## config.mk

```make
export PLATFORM = sky130hd
export DESIGN_NAME = cpu_multiport_flat
export DESIGN_NICKNAME = d
export VERILOG_FILES = /design/src/rtl/cpu_pkg.sv /design/src/rtl/cpu_multiport_if.sv /design/src/rtl/cpu_alu.sv /design/src/rtl/cpu_multiport.sv /design/src/flat_wrapper.sv
export SDC_FILE = /design/constraint.sdc
export NUM_CORES = 1
export LEC_CHECK = 0
export ABC_AREA = 1
export CAP_MARGIN = 0
export CORE_MARGIN = 2
export CORE_UTILIZATION = 30
export DETAILED_ROUTE_END_ITERATION = 8
export PLACE_DENSITY = 0.46
export SLEW_MARGIN = 10
export SYNTH_ARGS = -nofsm -noshare
export SYNTH_HDL_FRONTEND = slang
export SYNTH_SLANG_ARGS = --single-unit
```

## constraint.sdc

```tcl
create_clock -name clock -period 5.7 [get_ports clock]
set_clock_uncertainty 0.05 [all_clocks]
set_input_delay 0.855 -clock clock [delete_from_list [all_inputs] [get_ports clock]]
set_output_delay 0.855 -clock clock [all_outputs]
set_load 0.02 [all_outputs]
```

## src/rtl/cpu_pkg.sv

```systemverilog
// Shared types for the multiport accumulator CPU: opcode encoding and FSM states.
package cpu_pkg;

    localparam int OPC_W = 4;

    typedef enum logic [OPC_W-1:0] {
        OP_NOP  = 4'h0,
        OP_LDI  = 4'h1,
        OP_LD   = 4'h2,
        OP_ST   = 4'h3,
        OP_ADD  = 4'h4,
        OP_SUB  = 4'h5,
        OP_AND  = 4'h6,
        OP_OR   = 4'h7,
        OP_XOR  = 4'h8,
        OP_IN   = 4'h9,
        OP_OUT  = 4'hA,
        OP_JMP  = 4'hB,
        OP_JZ   = 4'hC,
        OP_JC   = 4'hD,
        OP_RSV  = 4'hE,
        OP_HALT = 4'hF
    } opcode_t;

    typedef enum logic [1:0] {
        FETCH  = 2'd0,
        EXEC   = 2'd1,
        HALTED = 2'd2
    } state_t;

endpackage

```

## src/rtl/cpu_multiport_if.sv

```systemverilog
// I/O port bundle between the CPU (master) and its peripherals (slave).
interface cpu_multiport_if #(
    parameter int N_PORTS = 2,
    parameter int DATA_W  = 8
) ();

    logic [N_PORTS*DATA_W-1:0] in_data;
    logic [N_PORTS-1:0]        in_valid;
    logic [N_PORTS-1:0]        in_ack;
    logic [N_PORTS*DATA_W-1:0] port_out;
    logic [N_PORTS-1:0]        out_strobe;

    modport master (
        input  in_data,
        input  in_valid,
        output in_ack,
        output port_out,
        output out_strobe
    );

    modport slave (
        output in_data,
        output in_valid,
        input  in_ack,
        input  port_out,
        input  out_strobe
    );

endinterface

```

## src/rtl/cpu_alu.sv

```systemverilog
// Combinational ALU; carry is carry-out for ADD and borrow for SUB, zero otherwise.
module cpu_alu
    import cpu_pkg::*;
#(
    parameter int DATA_W = 8
) (
    input  opcode_t           op,
    input  logic [DATA_W-1:0] a,
    input  logic [DATA_W-1:0] b,
    output logic [DATA_W-1:0] result,
    output logic              carry
);

    logic [DATA_W:0] wide;

    always_comb begin
        wide = '0;
        case (op)
            OP_ADD:  wide = {1'b0, a} + {1'b0, b};
            OP_SUB:  wide = {1'b0, a} - {1'b0, b};
            OP_AND:  wide = {1'b0, a & b};
            OP_OR:   wide = {1'b0, a | b};
            OP_XOR:  wide = {1'b0, a ^ b};
            default: wide = {1'b0, b};
        endcase
    end

    assign result = wide[DATA_W-1:0];
    assign carry  = wide[DATA_W];

endmodule

```

## src/rtl/cpu_multiport.sv

```systemverilog
// Accumulator CPU with handshaked IN ports and strobed OUT ports.
//   state  | meaning
//   FETCH  | latch instr_in (ROM word at pc) into ir
//   EXEC   | execute ir, advance pc; IN stalls here until its port is valid
//   HALTED | stopped after HALT; only reset leaves
module cpu_multiport
    import cpu_pkg::*;
#(
    parameter int DATA_W     = 8,
    parameter int ADDR_W     = 8,
    parameter int N_PORTS    = 2,
    parameter int DMEM_DEPTH = 16
) (
    input  logic                    clock,
    input  logic                    reset,
    input  logic [OPC_W+ADDR_W-1:0] instr_in,
    cpu_multiport_if.master         io,
    output logic [ADDR_W-1:0]       reg_pc_out,
    output logic [OPC_W-1:0]        cmd_out,
    output logic [ADDR_W-1:0]       addr_out,
    output logic [DATA_W-1:0]       acc_out,
    output logic                    halted
);

    localparam int DIDX_W = $clog2(DMEM_DEPTH);
    localparam int PIDX_W = (N_PORTS > 1) ? $clog2(N_PORTS) : 1;

    state_t                    state_q, state_d;
    logic [ADDR_W-1:0]         pc_q, pc_d;
    logic [DATA_W-1:0]         acc_q, acc_d;
    logic                      z_q, z_d, c_q, c_d;
    logic [OPC_W+ADDR_W-1:0]   ir_q, ir_d;
    logic [N_PORTS*DATA_W-1:0] port_out_q;
    logic [N_PORTS-1:0]        strobe_q;
    logic [DATA_W-1:0]         dmem [DMEM_DEPTH];

    opcode_t                   opc;
    logic [ADDR_W-1:0]         operand;
    logic [DIDX_W-1:0]         didx;
    logic [PIDX_W-1:0]         pidx;
    logic                      port_ok;
    logic [DATA_W-1:0]         dmem_rd, in_word, alu_res;
    logic                      alu_carry, acc_wr, dmem_we, out_we;
    logic [N_PORTS-1:0]        ack;

    assign opc     = opcode_t'(ir_q[OPC_W+ADDR_W-1 -: OPC_W]);
    assign operand = ir_q[ADDR_W-1:0];
    assign didx    = operand[DIDX_W-1:0];
    assign pidx    = operand[PIDX_W-1:0];
    assign port_ok = operand < ADDR_W'(N_PORTS);
    assign dmem_rd = dmem[didx];
    assign in_word = io.in_data[pidx*DATA_W +: DATA_W];

    cpu_alu #(.DATA_W(DATA_W)) u_alu (
        .op     (opc),
        .a      (acc_q),
        .b      (dmem_rd),
        .result (alu_res),
        .carry  (alu_carry)
    );

    always_comb begin
        state_d = state_q;
        pc_d    = pc_q;
        acc_d   = acc_q;
        z_d     = z_q;
        c_d     = c_q;
        ir_d    = ir_q;
        acc_wr  = 1'b0;
        dmem_we = 1'b0;
        out_we  = 1'b0;
        ack     = '0;
        case (state_q)
            FETCH: begin
                ir_d    = instr_in;
                state_d = EXEC;
            end
            EXEC: begin
                state_d = FETCH;
                pc_d    = pc_q + ADDR_W'(1);
                case (opc)
                    OP_LDI: begin acc_d = DATA_W'(operand); acc_wr = 1'b1; end
                    OP_LD:  begin acc_d = dmem_rd;          acc_wr = 1'b1; end
                    OP_ST:  dmem_we = 1'b1;
                    OP_ADD, OP_SUB: begin
                        acc_d  = alu_res;
                        c_d    = alu_carry;
                        acc_wr = 1'b1;
                    end
                    OP_AND, OP_OR, OP_XOR: begin acc_d = alu_res; acc_wr = 1'b1; end
                    OP_IN: begin
                        if (!port_ok) begin
                            acc_d  = '0;
                            acc_wr = 1'b1;
                        end else if (io.in_valid[pidx]) begin
                            acc_d     = in_word;
                            acc_wr    = 1'b1;
                            ack[pidx] = 1'b1;
                        end else begin
                            // stall: hold everything and retry next cycle
                            state_d = EXEC;
                            pc_d    = pc_q;
                        end
                    end
                    OP_OUT:  out_we = port_ok;
                    OP_JMP:  pc_d = operand;
                    OP_JZ:   if (z_q) pc_d = operand;
                    OP_JC:   if (c_q) pc_d = operand;
                    OP_HALT: state_d = HALTED;
                    default: ;
                endcase
                if (acc_wr) z_d = (acc_d == '0);
            end
            HALTED:  ;
            default: state_d = FETCH;
        endcase
    end

    always_ff @(posedge clock) begin
        if (!reset) begin
            state_q    <= FETCH;
            pc_q       <= '0;
            acc_q      <= '0;
            z_q        <= 1'b0;
            c_q        <= 1'b0;
            ir_q       <= '0;
            port_out_q <= '0;
            strobe_q   <= '0;
        end else begin
            state_q  <= state_d;
            pc_q     <= pc_d;
            acc_q    <= acc_d;
            z_q      <= z_d;
            c_q      <= c_d;
            ir_q     <= ir_d;
            strobe_q <= '0;
            if (out_we) begin
                port_out_q[pidx*DATA_W +: DATA_W] <= acc_q;
                strobe_q[pidx]                    <= 1'b1;
            end
        end
    end

    // data memory keeps its contents across reset
    always_ff @(posedge clock) begin
        if (reset && dmem_we) dmem[didx] <= acc_q;
    end

    // ack is only meaningful while not in reset, since the consume is suppressed then
    assign io.in_ack     = ack & {N_PORTS{reset}};
    assign io.port_out   = port_out_q;
    assign io.out_strobe = strobe_q;
    assign reg_pc_out    = pc_q;
    assign cmd_out       = ir_q[OPC_W+ADDR_W-1 -: OPC_W];
    assign addr_out      = operand;
    assign acc_out       = acc_q;
    assign halted        = (state_q == HALTED);

endmodule

```

## src/flat_wrapper.sv

```systemverilog
// flat-port wrapper written by rule: the top's interface ports become plain ports
module cpu_multiport_flat import cpu_pkg::*;
#(
    parameter int DATA_W     = 8,
    parameter int ADDR_W     = 8,
    parameter int N_PORTS    = 2,
    parameter int DMEM_DEPTH = 16
)
  (clock, reset, instr_in, reg_pc_out, cmd_out, addr_out, acc_out, halted, io_in_data, io_in_valid, io_in_ack, io_port_out, io_out_strobe);
  cpu_multiport_if #(.N_PORTS(N_PORTS), .DATA_W(DATA_W)) io_i ();
  input  logic clock;
  input  logic reset;
  input  logic [OPC_W+ADDR_W-1:0] instr_in;
  output logic [ADDR_W-1:0] reg_pc_out;
  output logic [OPC_W-1:0] cmd_out;
  output logic [ADDR_W-1:0] addr_out;
  output logic [DATA_W-1:0] acc_out;
  output logic halted;
  input wire logic [$bits(io_i.in_data)-1:0] io_in_data;
  input wire logic [$bits(io_i.in_valid)-1:0] io_in_valid;
  output wire logic [$bits(io_i.in_ack)-1:0] io_in_ack;
  output wire logic [$bits(io_i.port_out)-1:0] io_port_out;
  output wire logic [$bits(io_i.out_strobe)-1:0] io_out_strobe;
  assign io_i.in_data = io_in_data;
  assign io_i.in_valid = io_in_valid;
  assign io_in_ack = io_i.in_ack;
  assign io_port_out = io_i.port_out;
  assign io_out_strobe = io_i.out_strobe;
  cpu_multiport #(.DATA_W(DATA_W), .ADDR_W(ADDR_W), .N_PORTS(N_PORTS), .DMEM_DEPTH(DMEM_DEPTH)) u_core (.clock(clock), .reset(reset), .instr_in(instr_in), .io(io_i), .reg_pc_out(reg_pc_out), .cmd_out(cmd_out), .addr_out(addr_out), .acc_out(acc_out), .halted(halted));
endmodule
```

==> flow_summary.ini <==
[status]
status = complete, no violations

[logic_synthesis]
synth_mux_area_frac = 0
yosysWarnings = 0
syn_area_um2 = 9050
synth_cells = 1046
synth_compound_area_frac = 0.0980
synthArstFlopShare = 0
ys_ff_latch = 182
synth_xor_area_frac = 0.00774
post_synth_num_cell_types = 37
synth_top_family_by_area = simple AND/OR/NAND/NOR gates
synth-edff-count = 128
synth_flop_cell = edfxtp_1
yosys.area_share.simple = 0.234
synthesis.nets = 1106
synth.yosys.seq_area_share = 0.544
synthAdderAreaFrac = 0.0395
syn_avg_cell_area_um2 = 8.65

[routing]
drt_iter0_markers = 558
final_antenna_net_count = 0
vias = 7304
drc = 0
via_per_inst = 4.80
avgRoutedWirePerCell_um = 18.2
drt_wl_total_um = 27700
drtPass1Iterations = 7

[clock_tree]
clkTransAtPathRegs_ps = 70
numCtsBuffers = 17
cts_hold_buf = 0
cts.repair.resized = 0
cts_root_buf = clkbuf_16
htreeDepth = 4
ctsLongestPathBuffers = 2
cts_setup_buffers = 0
clk_latency_ps = 440
cts_tree = done
clock-sinks = 182

[pwr]
power.density_nw_per_um2 = 303
total_power_mw = 3.28
cellLeakagePower_nw = 4.31
ir_drop_uv = 140

[finish]
nets = 1180
n_antenna_cell = 0
finalNonFillerCells = 1523
layout-drive-gt1-share = 0.0697
area_delta_synth_final_pct = 19.5
fin_util = 0.365

[global_routing]
grt_usage = 0.182
grt_start_max_net_pins = 76
grt_pass1_wl_um = 42900
grt-ovfl-total = 0
grt_pass1_vias = 7241
antenna_found_initial = 0

[placed_design]
io_buffers = 80
dp_hpwl_um = 19000
pre_cts_slack_ps = 1660
place_inst = 1491
gp_congestion = 0.862

[timing]
fmax_mhz = 247
finalCritPeriodShare = 0.710
slew_violations = 0
rsz0062_at_grt = false
slew_headroom = 0.426
setup_viol = 0
worstMarginPinSlew_ps = 858
hold_violations = 0
tns_ps = 0
finalCriticalPeriod_ps = 4050
timing.final.ws_setup_ps = 1650

[critical_path]
cp_max_fo = 75
regToRegSetupSlack_ps = 1650
cp.arrival_ps = 4360
crit_path_start_kind = flip-flop
end_kind = flip-flop
critPathRequiredTime_ps = 6010
crit_slowest_cell = buf_4
critical_path_class = flip-flop to flip-flop
crit_path_frequent_cell = nand3_1
crit_buf_inv = 3
cp_slowest_stage_delay_ps = 620
cp_top_family = simple AND/OR/NAND/NOR gates
r2r_end = u_core.z_q
ff2ff_path_depth = 25

[floorplanning]
initial_core_util = 0.305
die_x_um = 178
pin_count = 81
dieHeight_um = 178
core_area_um2 = 29600
die_area_um2 = 31600
fp-row-count = 63

[hold_path]
hold_path_class = flip-flop to flip-flop
min_to = u_core.io.port_out[12]
hold_path_depth = 2
min_from = u_core.io.port_out[12]

[job]
maxCapViolCount = 0
-- power breakdown --
group | leakage [nW] | internal (mW) | switching [mW]
Sequential | 1.60 | 1.45 | 0.0392
Clock | 0.289 | 0.604 | 0.566
Combinational | 2.42 | 0.206 | 0.414
Total | 4.31 | 2.26 | 1.02
-- worst max-delay path by stage --
stage | from | endpoint | slack [ps] | cells past startpoint
after floorplan | flip-flop | u_core.z_q | 2650 | 26
after global placement | flip-flop | u_core.z_q | 1660 | 25
after detailed placement | flip-flop | u_core.z_q | 1660 | 25
after CTS | flip-flop | u_core.z_q | 1620 | 25
after global routing | flip-flop | u_core.z_q | 1170 | 25
final | flip-flop | u_core.z_q | 1650 | 25
-- routing by layer --
| layer | GRT usage | part of all wire |
|---|---|---|
| met5 | 0 | 0 |
| met3 | 0.0345 | 0.048 |
| met2 | 0.301 | 0.48 |
| met1 | 0.239 | 0.45 |
| met4 | 0.0628 | 0.025 |
-- registers in the layout (all words and copies together), names as in the netlist, named ones only --
name	flops
u_core.z_q	1
u_core.dmem	128
u_core.io.out_strobe	2
u_core.io.port_out	16
u_core.state_q	2
u_core.acc_out	8
u_core.c_q	1
u_core.reg_pc_out	8
u_core.ir_q	12
-- placed cells by master (no fill, tap or decap), drive strengths merged, types with 3 or more instances in the layout --
cell | Yosys | routed
buf | 23 | 13
a221oi | 3 | 3
nand2 | 259 | 259
dfxtp | 54 | 54
clkdlybuf4s50 | 0 | 80
o21ai | 77 | 77
a31oi | 5 | 5
clkbuf | 15 | 18
clkinv | 0 | 5
xor2 | 7 | 7
inv | 131 | 140
or2 | 5 | 5
ha | 27 | 27
nor2 | 118 | 118
o211ai | 17 | 17
nor3 | 4 | 4
edfxtp | 128 | 128
a21oi | 48 | 48
nand3 | 110 | 110
-- cells by family after synthesis --
group,after synthesis
AND/OR/NAND/NOR,502
flip-flops,182
buffers and inverters,169
AO/OA/AOI/OAI,157
adder cells (fa/ha/maj),28
XOR/XNOR,8
-- cell type report --
cell class / count / area [µm²]
well taps: 390 / 488
clock buffers: 18 / 450
inverters: 131 / 492
repair buffers: 93 / 898
flip-flops and latches: 182 / 4930
multi-input cells: 695 / 3430
clock inverters: 14 / 129
fillers: 3191 / 18800
-- per-stage QoR --
step	hold WS (ps)	cell area (µm²)
3_5_place_dp	388	10200
4_1_cts	401	10800
3_3_place_gp	387	10200
2_1_floorplan	395	9050
5_1_grt	427	10800
6_report	399	10800
-- synth_stat cells (2+ instances only) --
cell        n  area, µm²
or2_2       4       25.0
nand2_2    10       62.6
nand4_1     2       12.5
a221oi_1    3       26.3
inv_2       8       30.0
buf_4       6       45.0
nand3_1   110        551
o211ai_1   17        128
buf_2      14       70.1
clkbuf_1   15       56.3
edfxtp_1  128       3840
inv_1     123        462
o21ai_0    71        355
o211a_1     2       20.0
a31oi_1     5       31.3
nor2_1    111        417
dfxtp_1    54       1080
o31ai_2     2       25.0
nor3_1      4       20.0
nand2_1   248        931
ha_1       27        338
o21ai_1     6       30.0
nor2_2      6       37.5
nand3b_1    2       15.0
xor2_1      7       61.3
a21oi_1    48        240
buf_6       3       33.8
-- tightest hold or removal path: stages (launching register included) --
cell	delay, ps
dfxtp_1	310
inv_1	50
a21oi_1	50
Note: power is estimated with default switching activity, not from simulation.
